--- src/rtl/regfile_wb_scheduler_pkg.sv ---
// Shared definitions for the register-file writeback scheduler.
//   - default parameter values for the scheduler and its arbiter
//   - register-count and index-width helpers
//   - index of the hardwired-zero register
package regfile_wb_scheduler_pkg;

    localparam int DEF_REG_WIDTH      = 32;
    localparam int DEF_REG_ADDR_WIDTH = 5;
    localparam int DEF_NUM_REQ        = 2;
    localparam int DEF_R0_IS_ZERO     = 1;

    // Register that reads as zero when R0_IS_ZERO is set.
    localparam int ZERO_REG = 0;

    // Number of architectural registers selectable by an address of this width.
    function automatic int reg_count(input int addr_width);
        return 1 << addr_width;
    endfunction

    // Width of an index into n items; never less than one bit.
    function automatic int idx_width(input int n);
        return (n > 1) ? $clog2(n) : 1;
    endfunction

endpackage

--- src/rtl/regfile_wb_scheduler_rr_arbiter.sv ---
// Round-robin arbiter for the shared register-file write port.
// The pointer holds the last granted index; the search for the next grant
// starts one past it, so a requester that just won has lowest priority.
// Ports:
//   clk          clock (posedge)
//   rst          asynchronous active-high reset; pointer -> N-1 (req 0 first)
//   valid_i      per-requester request
//   grant_o      one-hot grant (combinational)
//   grant_idx_o  index of the granted requester (valid with grant_vld_o)
//   grant_vld_o  any requester granted this cycle
module regfile_wb_scheduler_rr_arbiter
    import regfile_wb_scheduler_pkg::*;
#(
    parameter  int N  = DEF_NUM_REQ,
    localparam int IW = idx_width(N)
) (
    input  logic          clk,
    input  logic          rst,
    input  logic [N-1:0]  valid_i,
    output logic [N-1:0]  grant_o,
    output logic [IW-1:0] grant_idx_o,
    output logic          grant_vld_o
);

    logic [IW-1:0] ptr_q, ptr_d;
    logic [IW-1:0] grant_idx;
    logic          grant_vld;

    always_comb begin
        // NOTE: every variable gets a default before any conditional update,
        // otherwise the untaken path would hold its value and infer a latch.
        grant_vld = 1'b0;
        grant_idx = ptr_q;
        for (int off = 1; off <= N; off++) begin
            if (!grant_vld && valid_i[IW'((int'(ptr_q) + off) % N)]) begin
                grant_vld = 1'b1;
                grant_idx = IW'((int'(ptr_q) + off) % N);
            end
        end
    end

    always_comb begin
        grant_o = '0;
        if (grant_vld) begin
            grant_o[grant_idx] = 1'b1;
        end
    end

    always_comb begin
        ptr_d = grant_vld ? grant_idx : ptr_q;
    end

    // NOTE: sequential state uses non-blocking assignments so every flop
    // samples the pre-edge values regardless of block evaluation order.
    always_ff @(posedge clk or posedge rst) begin
        if (rst) begin
            ptr_q <= IW'(N - 1);
        end else begin
            ptr_q <= ptr_d;
        end
    end

    assign grant_idx_o = grant_idx;
    assign grant_vld_o = grant_vld;

endmodule

--- src/rtl/regfile_wb_scheduler.sv ---
// Write-port scheduler and scoreboard for a 2R1W register file.
// Shares the single write port among NUM_REQ writeback sources with round-robin
// arbitration, tracks destinations reserved by issue, and flags RAW/WAW hazards.
// Ports:
//   Clk_i, Rst_i        clock (posedge), asynchronous active-high reset
//   Flush_i             clear all busy bits at the next edge
//   Rsv_Valid_i/_Sel_i  issue reserves a destination register
//   Rsv_Ready_o         reservation accepted this cycle
//   Chk_Ra/Rb_Sel_i     sources to hazard-check; Hazard_o if either is busy
//   Wb_Valid_i          per-requester writeback request
//   Wb_Ready_o          one-hot grant (combinational)
//   Wb_Sel_i/Wb_Data_i  flattened per-requester destination and data
//   Rf_We_o/Rd_Sel_o/Data_o  registered register-file write port
//   Busy_o              scoreboard bits
//   Wb_Err_o            sticky: a writeback targeted a register that was not busy
module regfile_wb_scheduler
    import regfile_wb_scheduler_pkg::*;
#(
    parameter  int REG_WIDTH      = DEF_REG_WIDTH,
    parameter  int REG_ADDR_WIDTH = DEF_REG_ADDR_WIDTH,
    parameter  int NUM_REQ        = DEF_NUM_REQ,
    parameter  int R0_IS_ZERO     = DEF_R0_IS_ZERO,
    localparam int REG_COUNT      = reg_count(REG_ADDR_WIDTH),
    localparam int REQ_IW         = idx_width(NUM_REQ)
) (
    input  logic                              Clk_i,
    input  logic                              Rst_i,
    input  logic                              Flush_i,
    input  logic                              Rsv_Valid_i,
    input  logic [REG_ADDR_WIDTH-1:0]         Rsv_Sel_i,
    output logic                              Rsv_Ready_o,
    input  logic [REG_ADDR_WIDTH-1:0]         Chk_Ra_Sel_i,
    input  logic [REG_ADDR_WIDTH-1:0]         Chk_Rb_Sel_i,
    output logic                              Hazard_o,
    input  logic [NUM_REQ-1:0]                Wb_Valid_i,
    output logic [NUM_REQ-1:0]                Wb_Ready_o,
    input  logic [NUM_REQ*REG_ADDR_WIDTH-1:0] Wb_Sel_i,
    input  logic [NUM_REQ*REG_WIDTH-1:0]      Wb_Data_i,
    output logic                              Rf_We_o,
    output logic [REG_ADDR_WIDTH-1:0]         Rf_Rd_Sel_o,
    output logic [REG_WIDTH-1:0]              Rf_Data_o,
    output logic [REG_COUNT-1:0]              Busy_o,
    output logic                              Wb_Err_o
);

    localparam bit HAS_ZERO_REG = (R0_IS_ZERO != 0);

    logic [REG_COUNT-1:0]      busy_q, busy_d;
    logic                      rf_we_q, rf_we_d;
    logic [REG_ADDR_WIDTH-1:0] rf_sel_q, rf_sel_d;
    logic [REG_WIDTH-1:0]      rf_data_q, rf_data_d;
    logic                      wb_err_q, wb_err_d;

    logic [NUM_REQ-1:0]        grant;
    logic [REQ_IW-1:0]         grant_idx;
    logic                      grant_vld;

    logic [REG_ADDR_WIDTH-1:0] req_sel  [NUM_REQ];
    logic [REG_WIDTH-1:0]      req_data [NUM_REQ];
    logic [REG_ADDR_WIDTH-1:0] gnt_sel;
    logic [REG_WIDTH-1:0]      gnt_data;

    logic rsv_ready;
    logic rsv_is_zero;
    logic gnt_is_zero;

    for (genvar i = 0; i < NUM_REQ; i++) begin : g_unpack
        assign req_sel[i]  = Wb_Sel_i[i*REG_ADDR_WIDTH +: REG_ADDR_WIDTH];
        assign req_data[i] = Wb_Data_i[i*REG_WIDTH +: REG_WIDTH];
    end

    regfile_wb_scheduler_rr_arbiter #(
        .N (NUM_REQ)
    ) u_arb (
        .clk         (Clk_i),
        .rst         (Rst_i),
        .valid_i     (Wb_Valid_i),
        .grant_o     (grant),
        .grant_idx_o (grant_idx),
        .grant_vld_o (grant_vld)
    );

    assign gnt_sel  = req_sel[grant_idx];
    assign gnt_data = req_data[grant_idx];

    // The zero register is never marked busy, so reserving or writing it is a
    // no-op that is still handshaked.
    assign rsv_is_zero = HAS_ZERO_REG && (Rsv_Sel_i == REG_ADDR_WIDTH'(ZERO_REG));
    assign gnt_is_zero = HAS_ZERO_REG && (gnt_sel == REG_ADDR_WIDTH'(ZERO_REG));

    // A flush this cycle blocks the reservation so it cannot survive the clear.
    assign rsv_ready = Rsv_Valid_i & ~busy_q[Rsv_Sel_i] & ~Flush_i;

    always_comb begin
        busy_d = busy_q;
        // Clear when the registered write reaches the regfile, so the hazard
        // drops in the same edge the data lands.
        if (rf_we_q) begin
            busy_d[rf_sel_q] = 1'b0;
        end
        if (rsv_ready && !rsv_is_zero) begin
            busy_d[Rsv_Sel_i] = 1'b1;
        end
        if (Flush_i) begin
            busy_d = '0;
        end
    end

    always_comb begin
        rf_we_d   = 1'b0;
        rf_sel_d  = rf_sel_q;
        rf_data_d = rf_data_q;
        wb_err_d  = wb_err_q;
        if (grant_vld) begin
            rf_sel_d  = gnt_sel;
            rf_data_d = gnt_data;
            rf_we_d   = !gnt_is_zero;
            // The write still goes through; the error only records it.
            if (!gnt_is_zero && !busy_q[gnt_sel]) begin
                wb_err_d = 1'b1;
            end
        end
    end

    // NOTE: busy_q is a flop vector rather than a RAM, so it can and must take
    // the asynchronous reset along with the rest of the state.
    always_ff @(posedge Clk_i or posedge Rst_i) begin
        if (Rst_i) begin
            busy_q    <= '0;
            rf_we_q   <= 1'b0;
            rf_sel_q  <= '0;
            rf_data_q <= '0;
            wb_err_q  <= 1'b0;
        end else begin
            busy_q    <= busy_d;
            rf_we_q   <= rf_we_d;
            rf_sel_q  <= rf_sel_d;
            rf_data_q <= rf_data_d;
            wb_err_q  <= wb_err_d;
        end
    end

    assign Rsv_Ready_o = rsv_ready;
    assign Hazard_o    = busy_q[Chk_Ra_Sel_i] | busy_q[Chk_Rb_Sel_i];
    assign Wb_Ready_o  = grant;
    assign Rf_We_o     = rf_we_q;
    assign Rf_Rd_Sel_o = rf_sel_q;
    assign Rf_Data_o   = rf_data_q;
    assign Busy_o      = busy_q;
    assign Wb_Err_o    = wb_err_q;

endmodule
--- config.mk ---
export PLATFORM = sky130hd
export DESIGN_NAME = regfile_wb_scheduler
export DESIGN_NICKNAME = d
export VERILOG_FILES = /design/src/rtl/regfile_wb_scheduler_pkg.sv /design/src/rtl/regfile_wb_scheduler_rr_arbiter.sv /design/src/rtl/regfile_wb_scheduler.sv
export SDC_FILE = /design/constraint.sdc
export NUM_CORES = 1
export LEC_CHECK = 0
export CELL_PAD_IN_SITES_DETAIL_PLACEMENT = 0
export CELL_PAD_IN_SITES_GLOBAL_PLACEMENT = 1
export CORE_MARGIN = 4
export CORE_UTILIZATION = 34
export DETAILED_ROUTE_END_ITERATION = 6
export PLACE_DENSITY = 0.88
export SLEW_MARGIN = 20
export SYNTH_ARGS = -nofsm -noshare
export SYNTH_HDL_FRONTEND = slang
export SYNTH_SLANG_ARGS = --single-unit
--- constraint.sdc ---
create_clock -name Clk_i -period 2.7 [get_ports Clk_i]
set_input_delay 0.27 -clock Clk_i [delete_from_list [all_inputs] [get_ports Clk_i]]
set_output_delay 0.27 -clock Clk_i [all_outputs]
set_load 0.03 [all_outputs]
==> results.json, run 1 <==
{
  "portBuffers": 168,
  "rows": 41,
  "firstDrtPassIters": 5,
  "maxClockFrequency_mhz": 370,
  "post_drt_wl_per_cell_um": 19.8,
  "ff2ff_path_depth": 8,
  "synth.top_cells.by_area": "sky130_fd_sc_hd__dfrtp_1 (39%), sky130_fd_sc_hd__mux4_2 (12%), sky130_fd_sc_hd__mux2i_1 (10%)",
  "clkSlewWorstSetupHoldPaths_ns": 0.06,
  "post_synth.cell_area_avg_um2": 10.7,
  "post_route_cells_drive_above_1_share_pct": 21.5,
  "final_period_utilization_pct": 100,
  "crit_path_start": "Busy_o[8]",
  "r2r-end": "Wb_Err_o",
  "irDropWorstVdd_uv": 410,
  "ant_nets": 0,
  "dieHeight_um": 123,
  "cp-start-kind": "register",
  "critical_path.most_common_cell": "sky130_fd_sc_hd__mux4_2",
  "synthesis.yosys.warnings": 0,
  "violations_in_the_final_reports": "setup timing",
  "yosys.cell_count.top_type": "sky130_fd_sc_hd__dfrtp_1",
  "timing.setup.tns_ns": -0.00418,
  "number_of_flops_mapped_to_enable_cells_by_yosys": 0,
  "totalWireLength_mm": 16.3,
  "antenna_found_initial": 0,
  "fin_ws_ns": -0.00418,
  "netlist.top_cell.by_area": "sky130_fd_sc_hd__dfrtp_1",
  "clk_path_buf_depth": 2,
  "cts_tree": "built",
  "synth.cell_area_mm2": 0.00452,
  "reg2reg_slack_ns": 0.21,
  "fp.dieArea_mm2": 0.0152,
  "cp_data_required_time_ns": 2.43,
  "grt_remaining_overflow": 0,
  "finish.net_count": 744,
  "syn-instance-count": 424,
  "grt_first_pass_wirelength_mm": 24.6,
  "antenna_cells": 0,
  "vias": 4444,
  "setup_failing_eps_final": 1,
  "yosys.area.top_type_share_pct": 39.3,
  "synthArstFlopShare_pct": 100,
  "core_region_area_mm2": 0.0128,
  "htree_levels": 3,
  "worst-slew-pin-transition_ns": 0.730,
  "place_hpwl_mm": 12.3,
  "initial_utilization_pct": 35.3,
  "grt_start_max_net_pins": 79,
  "max_cap_violations": 0,
  "mappedNetlistNets": 521,
  "worstSetupEndpointType": "primary output",
  "relSlewSlack_pct": 51.4,
  "critical_path.max_stage_delay_ns": 0.47,
  "total_power_mw": 4.56,
  "crit_chain": "buf_4, mux4_2, mux2_4, mux4_2, nor2_2, buf_6",
  "clock_skew_ns": 0.00735,
  "leakage_power_figure_nw": 3.00,
  "ioPinCount": 170,
  "run_status": "finished, violations left",
  "hold_violations": 0,
  "yosysSeqAreaShare_pct": 39.9,
  "hold_path_class": "in -> async",
  "timing.critical_path.slowest_stage_cell": "sky130_fd_sc_hd__mux4_2",
  "global_placement_routability_congestion": 1.02,
  "total_power_per_unit_cell_area_mw_per_mm2": 631,
  "dominantRegCellSynth": "sky130_fd_sc_hd__dfrtp_1",
  "cts-buffers-inserted": 9,
  "route.detailed.vias_per_inst": 5.39,
  "critical_path_arrival_ns": 2.43,
  "clk_root_buffer_cell": "sky130_fd_sc_hd__clkbuf_16",
  "finalMaxSlewViolations": 0,
  "drcViolationCount": 0,
  "cp.buffers_inverters": 2,
  "gr-usage-all-layers_pct": 21.3,
  "cts_sinks": 72,
  "die_width_um": 123,
  "clkLatencyLatePin_ns": 0.33,
  "crit_path_max_fanout": 4,
  "whs_ns": 0.325,
  "ys_top_cells_by_count": "sky130_fd_sc_hd__dfrtp_1 (71), sky130_fd_sc_hd__o21ai_0 (47), sky130_fd_sc_hd__mux2i_1 (45), sky130_fd_sc_hd__nor2_1 (45), sky130_fd_sc_hd__a21oi_1 (39)",
  "min_period_ns": 2.70,
  "crit_type": "reg -> out",
  "worst_path_dominant_cell_family": "multiplexers",
  "first_global_vias": 4566,
  "r2r_start": "u_arb.ptr_q",
  "area.growth.synth_to_final_pct": 59.5,
  "post_synth_num_cell_types": 42,
  "first_iter_violations": 385,
  "ys_ff_latch": 72
}
==> cell type report <==
type	instances	area, um2
fillers	1142	5610
inverters	3	11.3
repair buffers	239	2280
flip-flops and latches	72	1810
well taps	172	215
multi-input cells	322	2580
clock inverters	7	95.1
clock buffers	9	225
==> how the worst max path moves through the flow <==
stage	endpoint	slack [ns]	cells past startpoint
after floorplan	Rsv_Ready_o	0.26	4
after global placement	Hazard_o	-0.26	7
after detailed placement	Hazard_o	-0.29	7
after CTS	Rsv_Ready_o	0.004	6
after global routing	Rsv_Ready_o	-0.05	6
final	Rsv_Ready_o	-0.004	6
==> report_power, final <==
part           switching [mW]  total (mW)  internal, mW
Clock                   0.481        1.29         0.810
Combinational           0.998        1.88         0.881
Sequential              0.140        1.38          1.24
Total                    1.62        4.56          2.94
==> metal layers <==
layer  vias to the layer above  GRT usage (%)  routed length, um
met5                         -              0                  0
li1                       2011              -                  -
met2                       282           34.3               7650
met1                      2092           26.4               6420
met3                        59           5.58               1580
met4                         0           10.6                679
==> what timing repair did <==
| action | CTS | global route |
|---|---|---|
| endpoints found under the setup margin | 3 | 3 |
| gates resized for setup | 9 | 16 |
| pin swaps | 0 | 1 |
| buffers inserted | 7 | 23 |
| hold buffers | 0 | 0 |
| gates cloned | 1 | 0 |
==> per-stage QoR <==
| step | util, % | cell area (um2) | std cells | worst slack [ns] |
|---|---|---|---|---|
| 2_1_floorplan | - | 4520 | 424 | 0.261 |
| 3_3_place_gp | 51.8 | 6640 | 777 | -0.257 |
| 3_5_place_dp | 51.8 | 6640 | 777 | -0.290 |
| 4_1_cts | 54.8 | 7030 | 801 | 0.00403 |
| 5_1_grt | 56.3 | 7210 | 824 | -0.0454 |
| 6_report | 56.3 | 7210 | 824 | -0.00418 |
==> placed cells by master, fill, tap and decap left out, drive strengths merged, types with 2 or more instances in the layout <==
cell type      count
clkdlybuf4s50    163
buf               73
dfrtp             71
o21ai             47
mux2i             47
nor2              45
a21oi             39
mux4              33
nand2             33
nor2b             19
nand3b            19
clkbuf             9
nor3b              6
mux2               6
inv                4
nor3               3
clkinv             3
nand2b             2
nand3              2
o31a               2
bufinv             2
dlygate4sd2        2
or3                2
ha                 2
==> sequential cells by signal (all words and copies together), names as in the netlist <==
name	cells
Busy_o	32
Rf_Data_o	32
Rf_Rd_Sel_o	5
Rf_We_o	1
Wb_Err_o	1
u_arb.ptr_q	1
==> cells by family (layout without fill, tap and decap cells) <==
family / count (synthesis) / after routing / synth area share (%)
flip-flops: 72 / 72 / 39.9
buffers and inverters: 30 / 258 / 3.07
AO/OA/AOI/OAI: 94 / 94 / 11.0
AND/OR/NAND/NOR: 140 / 140 / 16.0
adder cells (fa/ha/maj): 2 / 2 / 0.553
multiplexers: 86 / 86 / 29.5
Power figures use the tool's default switching activity.
==> inputs of run 2 (changes only) <==
clock period = 3 ns   (was 2.7 ns; I/O delays follow)
==> results.json, run 2 (synthesized netlist as in run 1, its figures left out) <==
{
  "rsz0062_at_grt": "false",
  "finish.net_count": 694,
  "cts_sinks": 72,
  "finalMaxSlewViolations": 0,
  "cp-start-kind": "input port",
  "drt-met1-wl_mm": 6.21,
  "clk_path_buf_depth": 2,
  "fp.dieArea_mm2": 0.0152,
  "max_cap_violations": 0,
  "layout.cells.most_common_list": "sky130_fd_sc_hd__clkdlybuf4s50_1 (165), sky130_fd_sc_hd__dfrtp_1 (71), sky130_fd_sc_hd__o21ai_0 (47)",
  "htree_levels": 3,
  "hold_violations": 0,
  "ant_nets": 0,
  "antenna_found_initial": 0,
  "total_power_mw": 4.01,
  "irDropWorstVdd_uv": 483,
  "cts-buffers-inserted": 9,
  "dieHeight_um": 123,
  "total_power_per_unit_cell_area_mw_per_mm2": 587,
  "first_iter_violations": 342,
  "worst-slew-pin-transition_ns": 0.740,
  "p_sw_mw": 1.41,
  "grt_remaining_overflow": 0,
  "hold_path_class": "in -> async",
  "critical_path_arrival_ns": 2.56,
  "setup_failing_eps_final": 0,
  "portBuffers": 168,
  "clk_root_buffer_cell": "sky130_fd_sc_hd__clkbuf_16",
  "final_cell_count_no_fill": 774,
  "firstDrtPassIters": 5,
  "global_placement_routability_congestion": 0.967,
  "leakage_power_figure_nw": 2.77,
  "fin_ws_ns": 0.140,
  "rows": 41,
  "cts_tree": "built",
  "clkSlewWorstSetupHoldPaths_ns": 0.06,
  "r2r_start": "u_arb.ptr_q",
  "post_route_cells_drive_above_1_share_pct": 12.6,
  "layout_commonest_cell": "sky130_fd_sc_hd__clkdlybuf4s50_1",
  "core_region_area_mm2": 0.0128,
  "final_period_utilization_pct": 95.3,
  "crit_type": "in -> out",
  "crit_chain": "clkdlybuf4s50_1, buf_12, mux4_1, mux2_2, mux4_2, nor2_1, buf_4",
  "gr-usage-all-layers_pct": 20.7,
  "power.share.clock_pct": 28.3,
  "ioPinCount": 170,
  "cp_data_required_time_ns": 2.70,
  "place_hpwl_mm": 11.6,
  "cp.buffers_inverters": 3,
  "post_drt_wl_per_cell_um": 20.0,
  "switching_share_pct": 35.3,
  "totalWireLength_mm": 15.5,
  "highest_layer": "met4",
  "power_frac_seq_pct": 31.3,
  "clkLatencyLatePin_ns": 0.33,
  "worstSetupEndpointType": "primary output",
  "maxClockFrequency_mhz": 350,
  "antenna_cells": 0,
  "p_int_mw": 2.59,
  "grt_start_max_net_pins": 79,
  "run_status": "complete, no violations",
  "numPlacedInstances": 758,
  "die_width_um": 123,
  "first_global_vias": 4468,
  "vias": 4277,
  "post_cts_buffers": 0,
  "timing.setup.tns_ns": 0,
  "crit_path_max_fanout": 12,
  "initial_utilization_pct": 35.3,
  "grt_first_pass_wirelength_mm": 24.0,
  "combinational_share_of_power_pct": 40.4,
  "critical_path.max_stage_delay_ns": 0.56,
  "clock_skew_ns": 0.00709,
  "wl_met2_mm": 7.10,
  "min_period_ns": 2.86,
  "drcViolationCount": 0,
  "route.detailed.vias_per_inst": 5.53,
  "area.growth.synth_to_final_pct": 50.8,
  "worst_path_dominant_cell_family": "multiplexers",
  "dp_slack_ns": -0.0419,
  "wl_met3_mm": 1.66,
  "crit_path_start": "Rsv_Sel_i[0]",
  "timing.critical_path.slowest_stage_cell": "sky130_fd_sc_hd__mux4_1",
  "relSlewSlack_pct": 50.7
}
==> run 2: cell count changes in the layout (fill, tap and decap cells not counted), moves of 3 or more <==
cell                     delta
sky130_fd_sc_hd__buf_4     -48
sky130_fd_sc_hd__mux4_1     +8
sky130_fd_sc_hd__mux4_2     -8
sky130_fd_sc_hd__mux2_2     +3
sky130_fd_sc_hd__mux2_4     -3
==> run 2: area by class of cell <==
type / instances / area (um2)
Fill cell: 1164 / 6000
Multi-Input combinational cell: 322 / 2580
Timing Repair Buffer: 189 / 1890
Sequential cell: 72 / 1800
Clock buffer: 11 / 233
Tap cell: 172 / 215
Clock inverter: 5 / 81.3
Inverter: 3 / 11.3
==> run 2: power by group through the flow <==
stage               registers, mW  logic (mW)  clock network, mW
floorplan                    1.49       0.771                  0
global placement             1.26        1.62                  0
detailed placement           1.26        1.64                  0
CTS                          1.25        1.64               1.16
global route                 1.27        1.74               1.20
finish                       1.25        1.62               1.13
==> run 2: per-layer routing <==
metal  track usage [%]  vias up
li1                  -     1918
met1              25.7     2049
met2              32.7      267
met3              6.36       43
met4              10.1        0
met5                 0        -
==> run 2: path summary, 6_finish.rpt <==
kind	to	slack, ns	cells after the start
hold / removal	Rf_Data_o[1]	0.36	2
setup / recovery	Rsv_Ready_o	0.14	7
max in group asynchronous	Busy_o[15]	1.98	3
setup reg to reg	Wb_Err_o	0.33	7
hold reg to reg	Wb_Err_o	0.49	1
min in group Clk_i	Wb_Err_o	0.49	1
==> run 2: metrics by stage <==
step	cell area, um2	hold WS, ns	utilization [%]
finish	6820	0.356	53.2
global placement	6510	0.459	50.8
CTS	6820	0.370	53.2
detailed placement	6510	0.474	50.8
global route	6820	0.410	53.2
floorplan	4520	0.471	-
==> run 2: timing repair <==
action | in CTS | in global routing
hold buffers | 0 | 0
endpoints found under the hold margin | 0 | 0
setup endpoints to repair | 1 | 0
gates resized for setup | 1 | 0
==> inputs of run 3 (changes only) <==
ABC_CLOCK_PERIOD_IN_PS = 3000   (was not set)
==> results of run 3 <==
Final layout, timing and power as in run 2 (identical DEF).
